### src/rtl/pipeline_delay_stage.sv
// One register of the delay line.
// Synchronous active-high clear.
module pipeline_delay_stage #(
  parameter int Width = 15
) (
  input  logic             clk,
  input  logic             rst,
  input  logic [Width-1:0] d,
  output logic [Width-1:0] q
);

  always_ff @(posedge clk) begin
    if (rst) q <= '0;
    else     q <= d;
  end

endmodule

### src/rtl/pipeline_delay.sv
// Fixed-latency delay line: q is d delayed Depth cycles.
// Depth=0 collapses to a plain wire.
module pipeline_delay #(
  parameter int          Width = 15,
  parameter int unsigned Depth = 2
) (
  input  logic             clk,
  input  logic             rst,
  input  logic [Width-1:0] d,
  output logic [Width-1:0] q
);

  if (Width < 1) begin : g_bad_width
    $fatal(1, "pipeline_delay: Width must be >= 1");
  end

  if (Depth == 0) begin : g_wire
    assign q = d;
    // No flops here, so clk and rst go nowhere.
    logic unused_clk_rst;
    assign unused_clk_rst = clk ^ rst;
  end else begin : g_pipe
    logic [Width-1:0] stage [Depth];

    for (genvar i = 0; i < Depth; i++) begin : g_stage
      if (i == 0) begin : g_first
        pipeline_delay_stage #(.Width(Width)) u_stage (
          .clk (clk),
          .rst (rst),
          .d   (d),
          .q   (stage[0])
        );
      end else begin : g_next
        pipeline_delay_stage #(.Width(Width)) u_stage (
          .clk (clk),
          .rst (rst),
          .d   (stage[i-1]),
          .q   (stage[i])
        );
      end
    end

    assign q = stage[Depth-1];
  end

endmodule

### config.mk
export PLATFORM = sky130hd
export DESIGN_NAME = pipeline_delay
export DESIGN_NICKNAME = d
export VERILOG_FILES = /design/src/rtl/pipeline_delay_stage.sv /design/src/rtl/pipeline_delay.sv
export SDC_FILE = /design/constraint.sdc
export NUM_CORES = 1
export LEC_CHECK = 0
export CORE_UTILIZATION = 30
export CTS_CLUSTER_DIAMETER = 60
export DETAILED_ROUTE_END_ITERATION = 16
export HOLD_SLACK_MARGIN = 0.03
export PLACE_DENSITY_LB_ADDON = 0.12
export REMOVE_ABC_BUFFERS = 1
export SETUP_SLACK_MARGIN = 0.2
export SLEW_MARGIN = 10
export SYNTH_ARGS = -nofsm -noshare
export SYNTH_HDL_FRONTEND = slang
export SYNTH_SLANG_ARGS = --single-unit
### constraint.sdc
create_clock -name clk -period 0.8 [get_ports clk]
set_input_delay 0.16 -clock clk [delete_from_list [all_inputs] [get_ports clk]]
set_output_delay 0.16 -clock clk [all_outputs]
set_load 0.01 [all_outputs]
Yosys cells after proc, flatten, opt, wreduce, memory -nomap -nowiden
Cells that the tools add are included.
Storage, ports and cells
  register bits: 30
  input port bits: 17
  word-level logic and storage cells: 2

Longest topological paths before layout
Gate-level depths: netlist of the first run.
  word-level depth: 0
  mapped depth: 2
  mapped depth without buffers: 1

Modules after synthesis
From an unflattened synthesis of the first run, not the netlist that was laid out.
Unflattened totals
  cells, all modules: 62
  area total of the unflattened synthesis: 865.8 um^2
By module, submodules not included
  pipeline_delay_stage: times used 2, cells each 31, area each 432.9 um^2

Worst setup path before layout of the first run
Ideal clock, no wire load.
  path type: reg-to-reg
  start: reg g_pipe.g_stage[0].g_first.u_stage.q[0]
  end: reg g_pipe.g_stage[1].g_next.u_stage.q[0]
  library setup time: 114 ps
  arrival: 397 ps
  data required time: 686 ps
  slack: 289 ps
  stages on the path, launching flop included: 2
  buffers on the path: 0
  path through: dfxtp_1 nor2b_2
RTL lines
  from (decl): line pipeline_delay_stage.sv:9  | output logic [Width-1:0] q
  from (signal assigned): line pipeline_delay_stage.sv:13  | if (rst) q <= '0;
  from (signal assigned): line pipeline_delay_stage.sv:14  | else q <= d;
  to (signal assigned): line pipeline_delay_stage.sv:13
  to (signal assigned): line pipeline_delay_stage.sv:14
  to (decl): line pipeline_delay_stage.sv:9
No word-level cell between the ends.

Final worst setup path of the first run
  start: reg g_pipe.g_stage[1].g_next.u_stage.q[4]
  end: out q[4]
RTL lines
  to (decl): line pipeline_delay.sv:10  | output logic [Width-1:0] q
No word-level cell between the ends.

==> PnR_summary.wiki, run 1 <==
{| class="wikitable"
! Metric !! Value
|-
| Slowest cell on crit path || sky130_fd_sc_hd__dfxtp_2
|-
| Global-route wire length before repair || around 2100 um
|-
| YS warnings || 0
|-
| Kind of capture point of the worst setup path || output port
|-
| Crit path buf inv count || 1
|-
| Residual DRC || 0
|-
| Share of the yosys chip area belonging to registers || 0.6809
|-
| Kind of cell adding the most delay to the critical path || flip-flops
|-
| Number of ports placed on the die boundary || 32
|-
| Routed wire length || around 1300 um
|-
| Register-to-Register Path Depth || 1
|-
| Hold crit path type || in -> reg
|-
| Leakage power || 0.5456 nW
|-
| Number of global-route vias before repair || between 400 and 500
|-
| Number of nets still failing antenna checks after routing || 0
|-
| Sequence of cells on the critical path || buf_6
|-
| Vias/cell || 3.932
|-
| Worst-margin pin slew || 0.2830 ns
|-
| Switching power || between 500 and 600 uW
|-
| Portion of total power attributed to the clock network || 0.370
|-
| Unrepaired setup endpoints after global routing || true
|-
| Number of distinct standard cells referenced by the synthesized netlist || 4
|-
| Max IR drop VDD || 1.168 mV
|-
| Switching Share || 0.1975
|-
| Maximum clock rate || 1102 MHz
|-
| Number of buffers added to fix hold violations after cts || 0
|-
| Mapped Avg Cell Area || 14.00 sq um
|-
| Slack of the critical path || -0.1077 ns
|-
| Share of final-layout standard cells stronger than drive strength 1 || 0.5248
|-
| Number of cells on the worst hold path || 2
|-
| Depth of the CTS H-tree || 2
|-
| Maximum root-to-sink buffer count || 2
|-
| Required time reported for the critical path endpoint || about 0.64 ns
|-
| Die ar. || about 0.0032 sq mm
|-
| Number of instances in the synthesized netlist || 63
|-
| Placeable core region || 0.002781 sq mm
|-
| Portion of total power attributed to combinational logic || 0.087
|-
| Vias || between 500 and 600
|-
| Worst hold slack || between 0.3 and 0.4 ns
|-
| Largest fanout of any net on the critical path || 1
|-
| Number of DRC markers in iteration 0 || 5
|-
| Sum of negative setup slack || -1.515 ns
|-
| Wire per inst || a little under 10 um
|-
| Number of setup violations in the final report || 15
|-
| TritonCTS clock tree || yes
|-
| Placed wire-length estimate after detailed placement || around 730 um
|-
| Clock Sink Count || 30
|-
| Register share of total power || 0.543
|-
| Final critical-path required period || between 0.9 and 1 ns
|-
| Violations in the final reports || setup timing
|-
| Number of buffers created by CTS || 5
|-
| Run status || finished, violations left
|-
| Residual overflow from global routing || 0
|-
| Type of the worst setup path || reg -> out
|-
| Number of cell rows || 19
|-
| Buffer cell driving the clock tree root || sky130_fd_sc_hd__clkbuf_4
|-
| Overall routing resource usage || 0.09854
|-
| Final hold viol count || 0
|-
| Critical Path AT || ~0.75 ns
|-
| Reg-to-reg endpoint || g_pipe.g_stage[1].g_next.u_stage.q[12]$_SDFF_PP0_
|-
| Worst min-delay path endpoint || g_pipe.g_stage[0].g_first.u_stage.q[11]$_SDFF_PP0_
|-
| Clock latency at the later pin of the worst-skew pair || around 0.31 ns
|-
| Post-CTS repair timing setup buffer count || 0
|-
| Nature of the critical path startpoint || flip-flop
|-
| Area of placed instances || about 0.0012 sq mm
|-
| Register-to-register setup slack || between 0.2 and 0.3 ns
|-
| Finished layout cell area || roughly 0.0013 sq mm
|-
| Ant diodes || 0
|-
| Clock transition time at the flip-flop clock pins of the worst setup and hold paths || around 0.090 ns
|-
| Max-slew headroom at the worst pin || 0.8121
|-
| Initial Utilization || 0.3171
|-
| Final worst clock skew || 0.001386 ns
|-
| Final worst-path cycle share || 1.135
|-
| Synthesis-stage register bit count || 30
|-
| Pwr dens || approximately 2300 mW/mm^2
|-
| Internal Pwr Total || 2.331 mW
|-
| Port Buf Inserts || 31
|-
| Die height || about 56 um
|-
| Placer's final routability congestion estimate || a little over 0.5
|-
| Hold Crit Start || d[11]
|-
| Synthesized area || about 880 sq um
|-
| Startpoint of the lowest-slack register-to-register path || g_pipe.g_stage[0].g_first.u_stage.q[12]$_SDFF_PP0_
|-
| Relative area change from synthesis to final layout || 44.82%
|-
| Max cap viols || 0
|-
| Number of nets in the final layout || about 120
|-
| Initial antenna violation count || 0
|-
| Critical Path Max Stage Delay || about 0.33 ns
|-
| Detailed Routing Iterations Pass 1 || 2
|-
| Number of pins with negative max-slew slack in the final report || 0
|-
| Largest net degree at the start of global routing || 16
|-
| X dimension of the die || roughly 56 um
|}
==> repair_timing <==
item / CTS / global route
gates resized for setup: 64 / 6
gates cloned: 1 / 0
setup endpoints to repair: 45 / 15
==> cells in the mapped netlist <==
master,n,area share
sky130_fd_sc_hd__nor2b_1,6,0.043
sky130_fd_sc_hd__dfxtp_1,30,0.68
sky130_fd_sc_hd__nor2b_2,24,0.24
sky130_fd_sc_hd__buf_6,3,0.038
==> worst max-delay path by stage <==
stage,cells after the start,slack (ns),startpoint,end
after global routing,1,-0.17,g_pipe.g_stage[1].g_next.u_stage.q[14]$_SDFF_PP0_,q[14]
after floorplan,1,0.29,g_pipe.g_stage[0].g_first.u_stage.q[0]$_SDFF_PP0_,g_pipe.g_stage[1].g_next.u_stage.q[0]$_SDFF_PP0_
after global placement,3,-0.27,rst,g_pipe.g_stage[1].g_next.u_stage.q[4]$_SDFF_PP0_
final,1,-0.11,g_pipe.g_stage[1].g_next.u_stage.q[4]$_SDFF_PP0_,q[4]
after detailed placement,3,-0.29,rst,g_pipe.g_stage[0].g_first.u_stage.q[8]$_SDFF_PP0_
after CTS,1,-0.14,g_pipe.g_stage[1].g_next.u_stage.q[14]$_SDFF_PP0_,q[14]
==> final cells by class <==
class                           count  area, sq um
Tap cell                           31        38.79
Clock buffer                        8        78.83
Multi-Input combinational cell     30        247.7
Timing Repair Buffer               33        306.5
Sequential cell                    30        605.6
Fill cell                         266         1504
==> layer usage <==
layer,vias to the layer above,track usage,wire length (um)
li1,264,-,-
met1,233,0.1045,544
met2,20,0.1344,596
met3,2,0.05581,116
met4,0,0.09408,13
met5,-,0,0
==> through the flow <==
stage	instances	worst slack, ns	util	power, mW
2_1_floorplan	60	0.2895	-	1.687
3_3_place_gp	123	-0.2708	0.4377	1.864
3_5_place_dp	123	-0.2877	0.4377	1.867
4_1_cts	132	-0.1407	0.4512	2.955
5_1_grt	132	-0.1680	0.4593	3.063
6_report	132	-0.1077	0.4593	2.904
==> power groups by stage <==
stage          registers, mW  clock network, mW  logic, mW
2_1_floorplan           1.63                  0     0.0614
3_3_place_gp            1.61                  0      0.255
3_5_place_dp            1.61                  0      0.257
4_1_cts                 1.58               1.13      0.251
5_1_grt                 1.59               1.21      0.269
6_report                1.58               1.08      0.251
==> flip-flops by register name, indices dropped and copies added, names as in the netlist <==
name,count
g_pipe.g_stage.g_first.u_stage.q,15
g_pipe.g_stage.g_next.u_stage.q,15
==> layout by cell type, fill, tap and decap left out <==
cell type | Yosys | routed
sky130_fd_sc_hd__clkbuf_4 | 0 | 5
sky130_fd_sc_hd__nor2b_1 | 6 | 6
sky130_fd_sc_hd__dfxtp_1 | 30 | 26
sky130_fd_sc_hd__nor2b_2 | 24 | 24
sky130_fd_sc_hd__buf_16 | 0 | 1
sky130_fd_sc_hd__buf_2 | 0 | 11
sky130_fd_sc_hd__clkbuf_8 | 0 | 3
sky130_fd_sc_hd__buf_6 | 3 | 4
sky130_fd_sc_hd__dfxtp_2 | 0 | 4
sky130_fd_sc_hd__dlygate4sd2_1 | 0 | 1
sky130_fd_sc_hd__buf_12 | 0 | 1
sky130_fd_sc_hd__clkdlybuf4s50_1 | 0 | 15
==> cells by family (layout without fill, tap and decap cells) <==
group / count (synthesis) / in the layout / synth area share
flip-flops: 30 / 30 / 0.6809
AND/OR/NAND/NOR: 30 / 30 / 0.2809
buffers and inverters: 3 / 41 / 0.03830
(Power assumes the default switching activity.)
==> run 2, diff against run 1 <==
CTS_CLUSTER_SIZE = 12   (was unset)
clock period = 1.2 ns   (was 0.8 ns; I/O delays follow)
==> PnR_summary.wiki, run 2 (synthesis gave the netlist of run 1 again) <==
{| class="wikitable"
! Metric !! Value
|-
| Hold crit path type || reg -> reg
|-
| Vias/cell || 3.939
|-
| Detailed Routing Iterations Pass 1 || 2
|-
| Worst hold slack || between 0.4 and 0.5 ns
|-
| Sum of negative setup slack || 0 ns
|-
| Clock Sink Count || 30
|-
| Critical Path Max Stage Delay || roughly 0.32 ns
|-
| Crit path buf inv count || 1
|-
| Number of DRC markers in iteration 0 || 5
|-
| Relative area change from synthesis to final layout || 41.84%
|-
| Post-layout power || just under 2 mW
|-
| Placeable core region || 0.002781 sq mm
|-
| Slowest cell on crit path || sky130_fd_sc_hd__dfxtp_1
|-
| Critical Path AT || 0.75 ns
|-
| Share of final-layout standard cells stronger than drive strength 1 || 0.5200
|-
| Die ar. || about 0.0032 sq mm
|-
| Final worst-path cycle share || 0.8263
|-
| Residual overflow from global routing || 0
|-
| Number of buffers created by CTS || 5
|-
| Maximum clock rate || about 1000 MHz
|-
| Sequence of cells on the critical path || buf_2
|-
| Number of nets in the final layout || 116
|-
| Global-route wire length before repair || around 1900 um
|-
| Initial Utilization || 0.3171
|-
| Ant diodes || 0
|-
| Wire per inst || 8.649 um
|-
| Wire length on met3 || between 100 and 150 um
|-
| Top library cells by usage in the layout, fill and taps aside || sky130_fd_sc_hd__dfxtp_1, sky130_fd_sc_hd__nor2b_2, sky130_fd_sc_hd__clkdlybuf4s50_1, sky130_fd_sc_hd__buf_2, sky130_fd_sc_hd__nor2b_1
|-
| Clock latency at the later pin of the worst-skew pair || about 0.31 ns
|-
| Number of cell rows || 19
|-
| Final design utilization || 0.4498
|-
| Unrepaired setup endpoints after global routing || true
|-
| Post-CTS repair timing setup buffer count || 0
|-
| Most common cell after layout, fill and taps aside || sky130_fd_sc_hd__dfxtp_1
|-
| Uppermost signal routing layer after detailed routing || met4
|-
| Number of pins with negative max-slew slack in the final report || 0
|-
| Port Buf Inserts || 31
|-
| Type of the worst setup path || reg -> out
|-
| Overall routing resource usage || 0.08732
|-
| Max IR drop VDD || roughly 0.90 mV
|-
| Final hold viol count || 0
|-
| Die height || 56.23 um
|-
| Final worst clock skew || between 0.0015 and 0.002 ns
|-
| Kind of cell adding the most delay to the critical path || flip-flops
|-
| Nature of the critical path startpoint || flip-flop
|-
| Residual DRC || 0
|-
| Required time reported for the critical path endpoint || 0.96 ns
|-
| X dimension of the die || ~56 um
|-
| Number of global-route vias before repair || roughly 460
|-
| Largest net degree at the start of global routing || 31
|-
| Number of nets still failing antenna checks after routing || 0
|-
| Final critical-path required period || between 0.9 and 1 ns
|-
| Routed wire length || approximately 1100 um
|-
| Pwr dens || roughly 1500 mW/mm^2
|-
| Vias || ~520
|-
| Length of routed met2 wiring || about 510 um
|-
| TritonCTS clock tree || yes
|-
| Largest fanout of any net on the critical path || 1
|-
| Max cap viols || 0
|-
| Number of buffers added to fix hold violations after cts || 0
|-
| Run status || finished clean
|-
| Placer's final routability congestion estimate || just over 0.5
|-
| Largest registers in the final layout || g_pipe.g_stage.g_first.u_stage.q: 15 flops, g_pipe.g_stage.g_next.u_stage.q: 15 flops
|-
| Leakage power || between 0.5 and 0.6 nW
|-
| Clock transition time at the flip-flop clock pins of the worst setup and hold paths || roughly 0.09 ns
|-
| Maximum root-to-sink buffer count || 2
|-
| Wire length on met1 || roughly 450 um
|-
| Buffer cell driving the clock tree root || sky130_fd_sc_hd__clkbuf_4
|-
| Worst-margin pin slew || between 0.15 and 0.2 ns
|-
| Cell Count Post-Placement || roughly 120
|-
| Number of setup violations in the final report || 0
|-
| Placed wire-length estimate after detailed placement || 724.6 um
|-
| Kind of capture point of the worst setup path || output port
|-
| Final cell count without fillers || around 130
|-
| Initial antenna violation count || 0
|-
| Max-slew headroom at the worst pin || 0.8816
|-
| Number of ports placed on the die boundary || 32
|-
| Depth of the CTS H-tree || 2
|}
run 2: cell count changes in the layout (fill, tap and decap cells not counted):
cell,before,now
sky130_fd_sc_hd__clkdlybuf4s50_1,15,16
sky130_fd_sc_hd__buf_16,1,0
sky130_fd_sc_hd__dlygate4sd2_1,1,0
run 2: area by class of cell:
class | count | area (sq um)
Fill cell | 270 | 1530
Timing Repair Buffer | 32 | 280.3
Tap cell | 31 | 38.79
Multi-Input combinational cell | 30 | 247.7
Sequential cell | 30 | 605.6
Clock buffer | 8 | 78.83
run 2: final timing paths:
check / from / endpoint / slack, ns / cells after the start
max: g_pipe.g_stage[1].g_next.u_stage.q[6]$_SDFF_PP0_ / q[6] / 0.21 / 1
min: g_pipe.g_stage[0].g_first.u_stage.q[4]$_SDFF_PP0_ / g_pipe.g_stage[1].g_next.u_stage.q[4]$_SDFF_PP0_ / 0.44 / 1
max reg2reg: g_pipe.g_stage[0].g_first.u_stage.q[6]$_SDFF_PP0_ / g_pipe.g_stage[1].g_next.u_stage.q[6]$_SDFF_PP0_ / 0.66 / 1
min reg2reg: g_pipe.g_stage[0].g_first.u_stage.q[4]$_SDFF_PP0_ / g_pipe.g_stage[1].g_next.u_stage.q[4]$_SDFF_PP0_ / 0.44 / 1
run 2: report_power, final:
| part | leakage [nW] | total [mW] | internal (mW) | switching [mW] |
|---|---|---|---|---|
| registers | 0.250 | 1.05 | 1.04 | 0.00889 |
| clock network | 0.0446 | 0.716 | 0.400 | 0.316 |
| logic | 0.237 | 0.156 | 0.104 | 0.0517 |
run 2: routing by layer:
layer  up-vias  global-route usage
met5         -                   0
met4         0             0.09408
met3         7             0.05581
met2        22              0.1156
met1       228             0.08708
li1        259                   -
run 2: repair_timing:
action                                  CTS  global route
hold endpoints to repair                  0             0
endpoints found under the setup margin   15            15
resized for setup                        62             6
run 2: through the flow:
stage / setup WS, ns / cell area, sq um
global placement: 0.04921 / 1217
floorplan: 0.6292 / 848.3
finish: 0.2084 / 1251
global route: 0.1521 / 1251
CTS: 0.1801 / 1229
detailed placement: 0.03229 / 1217
==> edit 1, RTL diff (flow settings as in run 1) <==
`Width` is set to 15 in 2 places; all go to 17.
--- a/src/rtl/pipeline_delay_stage.sv
+++ b/src/rtl/pipeline_delay_stage.sv
@@ -1,7 +1,7 @@
 // One register of the delay line.
 // Synchronous active-high clear.
 module pipeline_delay_stage #(
-  parameter int Width = 15
+  parameter int Width = 17
 ) (
   input  logic             clk,
   input  logic             rst,
--- a/src/rtl/pipeline_delay.sv
+++ b/src/rtl/pipeline_delay.sv
@@ -1,7 +1,7 @@
 // Fixed-latency delay line: q is d delayed Depth cycles.
 // Depth=0 collapses to a plain wire.
 module pipeline_delay #(
-  parameter int          Width = 15,
+  parameter int          Width = 17,
   parameter int unsigned Depth = 2
 ) (
   input  logic             clk,
Interface: changed (resized d and q); port bits go from 32 to 36. No check against the original RTL was run, so the function may have changed too.
==> edit 1 against run 1 <==
The run ends with design-rule violations, negative setup slack left. Synthesized area grew 6.2%. Design area up 6.6%. Sequential cell count grew 4. Worst setup slack worse by 0.012 ns. Clock skew grew 0.0028 ns. Routed wire length is 17% higher. Sequential power rose by 13%. Register-to-register slack lost 0.04 ns. Global-route usage up 0.64 points. Total power shrank 0.80%. Worst hold slack lost 0.068 ns. Critical endpoint is now q[3]. Largest cell class unchanged. Largest power group unchanged.
==> edit 1: results (changes against run 1) <==
status -> finished, violations left
failing checks -> design-rule violations, negative setup slack
clk slew on worst S/H paths -> 0.10 ns
Top delay family on crit path -> flip-flops
Pint -> 2.27 mW (-2.8%)
Fillers -> 273 (+2.6%)
routed len/inst -> 9.99 µm (+3.8%)
crit path from -> g_pipe.g_stage[1].g_next.u_stage.q[3]$_SDFF_PP0_
worst min path class -> primary input to flop
Post-route DRC -> 3 (+3)
Static Leak -> 0.607 nW (+11%)
Placed Cells incl. Taps -> 141 (+15%)
count of final setup violators -> 17 (+2)
CTS Buf Count -> 5 (unchanged)
hold_sp -> rst
Synth async-reset ratio -> 0 (unchanged)
top post-synthesis cells by area -> dfxtp_1 73%, nor2b_1 20%, and2b_2 3.7%
pin count of the biggest net entering global routing -> 11 (-5)
drt initial violations -> 12 (+7)
synth cell count leaders -> 34 x dfxtp_1, 30 x nor2b_1, 4 x and2b_2, 3 x buf_6
# diodes -> 0 (unchanged)
port bufs -> 35 (+13%)
Crit Reg-Reg Startpoint -> g_pipe.g_stage[0].g_first.u_stage.q[16]$_SDFF_PP0_
Global Route Usage Sum -> 0.105 (+0.00640)
biggest cell delay along the critical path -> 0.33 ns (about the same)
CP Data Arrival Time -> 0.76 ns
H-Tree Depth -> 2 (unchanged)
first-pass GRT wire length -> 2480 µm (+16%)
Root Driver -> clkbuf_4
Fin Clk Skew -> 0.00416 ns (+0.00278 ns)
critical path peak fanout -> 1 (unchanged)
Synth Instances -> 71 (+13%)
Worst slew margin -> 0.898 (+0.0863)
via count -> 572 (+10%)
synth unique cells -> 4 (unchanged)
part of the Yosys area used for sequential elements -> 0.726 (+0.0455)
Max Buffers Root-to-Sink -> 2 (unchanged)
HPWL Detailed -> 1050 µm (+45%)
vias in the first global route -> 562 (+15%)
Skew-Pair Late Insertion Delay -> 0.32 ns
leading registers by flop count -> g_pipe.g_stage.g_first.u_stage.q (17), g_pipe.g_stage.g_next.u_stage.q (17)
Peak VDD IR -> 831 µV (-29%)
YS warnings -> 0 (unchanged)
slowest CP cell -> dfxtp_2
DRT Pass-1 Iters -> 11 (+9)
initial antenna violation count -> 0 (unchanged)
share of cells above drive strength 1 -> 0.364 (-0.160)
Finished Layout Cells -> 149 (+13%)
setup ws final -> -0.120 ns (-0.0124 ns)
RePlAce Congestion -> 0.611 (+19%)
-- edit 1: power groups by stage --
stage	sequential, mW	clock (mW)	combinational [mW]
6_report	1.79	0.831	0.261
5_1_grt	1.80	0.953	0.283
4_1_cts	1.79	0.884	0.254
3_5_place_dp	1.83	0	0.278
3_3_place_gp	1.83	0	0.275
2_1_floorplan	1.84	0	0.0549
-- edit 1: path summary, 6_finish.rpt --
kind | slack [ns] | cells after the start | to
max | -0.12 | 1 | q[3]
min | 0.33 | 3 | g_pipe.g_stage[0].g_first.u_stage.q[9]$_SDFF_PP0_
max reg2reg | 0.23 | 1 | g_pipe.g_stage[1].g_next.u_stage.q[16]$_SDFF_PP0_
min reg2reg | 0.44 | 1 | g_pipe.g_stage[1].g_next.u_stage.q[14]$_SDFF_PP0_
-- edit 1: metal layers --
metal | GRT usage | routed length [µm] | up-vias
li1 | - | - | 303
met2 | 0.154 | 683 | 28
met1 | 0.118 | 644 | 239
met5 | 0 | 0 | -
met3 | 0.0603 | 146 | 2
met4 | 0.0612 | 15 | 0
-- edit 1: final cells by class --
type	count	area (µm²)	area share
Sequential cell	34	687	0.505
Timing Repair Buffer	43	360	0.265
Clock inverter	2	10.0	0.00735
Tap cell	31	38.8	0.0285
Clock buffer	5	37.5	0.0276
Multi-Input combinational cell	34	228	0.167
-- edit 1: what timing repair did --
| item | in CTS | in global routing |
|---|---|---|
| gates resized for setup | 72 | 11 |
| setup buffers | 0 | 0 |
| hold buffers | 0 | 0 |
| gates cloned | 1 | 0 |
| endpoints found under the setup margin | 48 | 22 |
-- edit 1: kinds of logic after synthesis --
| logic type | synth area share |
|---|---|
| flip-flops | 0.726 |
| AND/OR/NAND/NOR | 0.238 |
| buffers and inverters | 0.0360 |
-- edit 1: stage by stage --
step | power (mW) | setup WS, ns | TNS (ns) | instance area, µm² | hold WS (ns)
floorplan | 1.90 | 0.248 | 0 | 903 | 0.232
global placement | 2.10 | -0.323 | -11.78 | 1350 | 0.418
detailed placement | 2.10 | -0.344 | -12.32 | 1350 | 0.420
CTS | 2.92 | -0.154 | -2.36 | 1320 | 0.324
global route | 3.03 | -0.173 | -2.76 | 1360 | 0.327
finish | 2.88 | -0.120 | -1.87 | 1360 | 0.330
==> edit 2, RTL diff (settings of run 1) <==
Made on the original files. Add an input register stage for `d`; this delays it by one clock. Comments in the files are not updated.
--- a/src/rtl/pipeline_delay.sv
+++ b/src/rtl/pipeline_delay.sv
@@ -10,12 +10,18 @@
   output logic [Width-1:0] q
 );
 
+  logic [Width-1:0] d_q;
+
+  always_ff @(posedge clk) begin
+      d_q <= d;
+  end
+
   if (Width < 1) begin : g_bad_width
     $fatal(1, "pipeline_delay: Width must be >= 1");
   end
 
   if (Depth == 0) begin : g_wire
-    assign q = d;
+    assign q = d_q;
     // No flops here, so clk and rst go nowhere.
     logic unused_clk_rst;
     assign unused_clk_rst = clk ^ rst;
@@ -27,7 +33,7 @@
         pipeline_delay_stage #(.Width(Width)) u_stage (
           .clk (clk),
           .rst (rst),
-          .d   (d),
+          .d   (d_q),
           .q   (stage[0])
         );
       end else begin : g_next
Function: changed (Yosys sat finds a counterexample within 4 cycles, from zero or initial values and one cycle with rst high).
==> edit 2 against run 1 <==
First-iteration DRC count rose to 3.6 times the old value. The run still ends with negative setup slack left. Synthesized area increased by 34%. Sequential cell count rose by 15. Worst setup slack better by 0.027 ns. Routed wire length increased by 15%. Design area is 27% higher. Largest cell class unchanged. Combinational power decreased by 3%. Highest routed layer unchanged. Total power grew 49%.
==> edit 2: results (changes against run 1) <==
status -> finished, violations left
via count -> 602 (+16%)
Resized cells post-CTS -> 62 (-3.1%)
Synth Instances -> 78 (+24%)
met2 Resource Use GR -> 0.121 (-0.0133)
Worst setup endpoint -> q[3]
crit path from -> g_pipe.g_stage[1].g_next.u_stage.q[3]$_SDFF_PP0_
vias per std cell -> 3.67 (-6.6%)
vias in the first global route -> 540 (+11%)
Crit Reg-Reg Endpoint -> g_pipe.g_stage[0].g_first.u_stage.q[6]$_SDFF_PP0_
pin count of the biggest net entering global routing -> 17 (+1)
Fillers -> 364 (+37%)
wire length on met1 -> 615 µm (+13%)
count of final setup violators -> 15 (unchanged)
Skew-Pair Late Insertion Delay -> 0.29 ns (-0.02 ns)
failing checks -> negative setup slack
part of the Yosys area used for sequential elements -> 0.762 (+0.0811)
Root Driver -> clkbuf_8
Met3 Routed Length -> 161 µm (+39%)
met1 usage -> 0.0767 (-0.0278)
Peak VDD IR -> 1180 µV (+0.66%)
synth cell count leaders -> 45 x dfxtp_1, 24 x nor2b_2, 6 x nor2b_1, 3 x buf_6
pre-CTS setup slack -> -0.193 ns (+0.0944 ns)
CP Data Arrival Time -> 0.72 ns (-0.03 ns)
Static Leak -> 0.679 nW (+24%)
share of cells above drive strength 1 -> 0.457 (-0.0679)
first-pass GRT wire length -> 2350 µm (+9.7%)
Crit Reg-Reg Startpoint -> d_q[6]$_DFF_P_
HPWL Detailed -> 961 µm (+33%)
drt initial violations -> 18 (+13)
area post-placement -> 0.00155 mm² (+28%)
setup ws final -> -0.0802 ns (+0.0274 ns)
Global Route Usage Sum -> 0.0843 (-0.0142)
## edit 2: worst min-delay path by stage
stage	to	depth (start not counted)	from	slack (ns)
floorplan	d_q[0]$_DFF_P_	0	d[0]	0.19
global placement	g_pipe.g_stage[1].g_next.u_stage.q[9]$_SDFF_PP0_	1	g_pipe.g_stage[0].g_first.u_stage.q[9]$_SDFF_PP0_	0.42
detailed placement	g_pipe.g_stage[0].g_first.u_stage.q[2]$_SDFF_PP0_	1	d_q[2]$_DFF_P_	0.42
CTS	g_pipe.g_stage[1].g_next.u_stage.q[12]$_SDFF_PP0_	3	rst	0.25
global route	g_pipe.g_stage[1].g_next.u_stage.q[12]$_SDFF_PP0_	3	rst	0.24
finish	g_pipe.g_stage[1].g_next.u_stage.q[12]$_SDFF_PP0_	3	rst	0.25
## edit 2: layout make-up
| class | count | area, µm² | area share |
|---|---|---|---|
| clock inverter | 2 | 37.5 | 0.0231 |
| clock buffer | 6 | 82.6 | 0.0509 |
| sequential | 45 | 905 | 0.558 |
| multi-input combinational | 30 | 248 | 0.153 |
| tap | 48 | 60.1 | 0.0370 |
| timing repair buffer | 33 | 289 | 0.178 |
## edit 2: cell families (layout without fill, tap and decap cells)
group | count (synthesis) | in the layout | share of synthesized area
buffers and inverters | 3 | 41 | 0.0286
AND/OR/NAND/NOR | 30 | 30 | 0.210
flip-flops | 45 | 45 | 0.762
## edit 2: power by group
| group | internal (mW) | switching [mW] | total, mW | leakage (nW) |
|---|---|---|---|---|
| combinational | 0.161 | 0.0821 | 0.243 | 0.246 |
| sequential | 2.35 | 0.0205 | 2.37 | 0.376 |
| clock | 1.01 | 0.706 | 1.72 | 0.0574 |
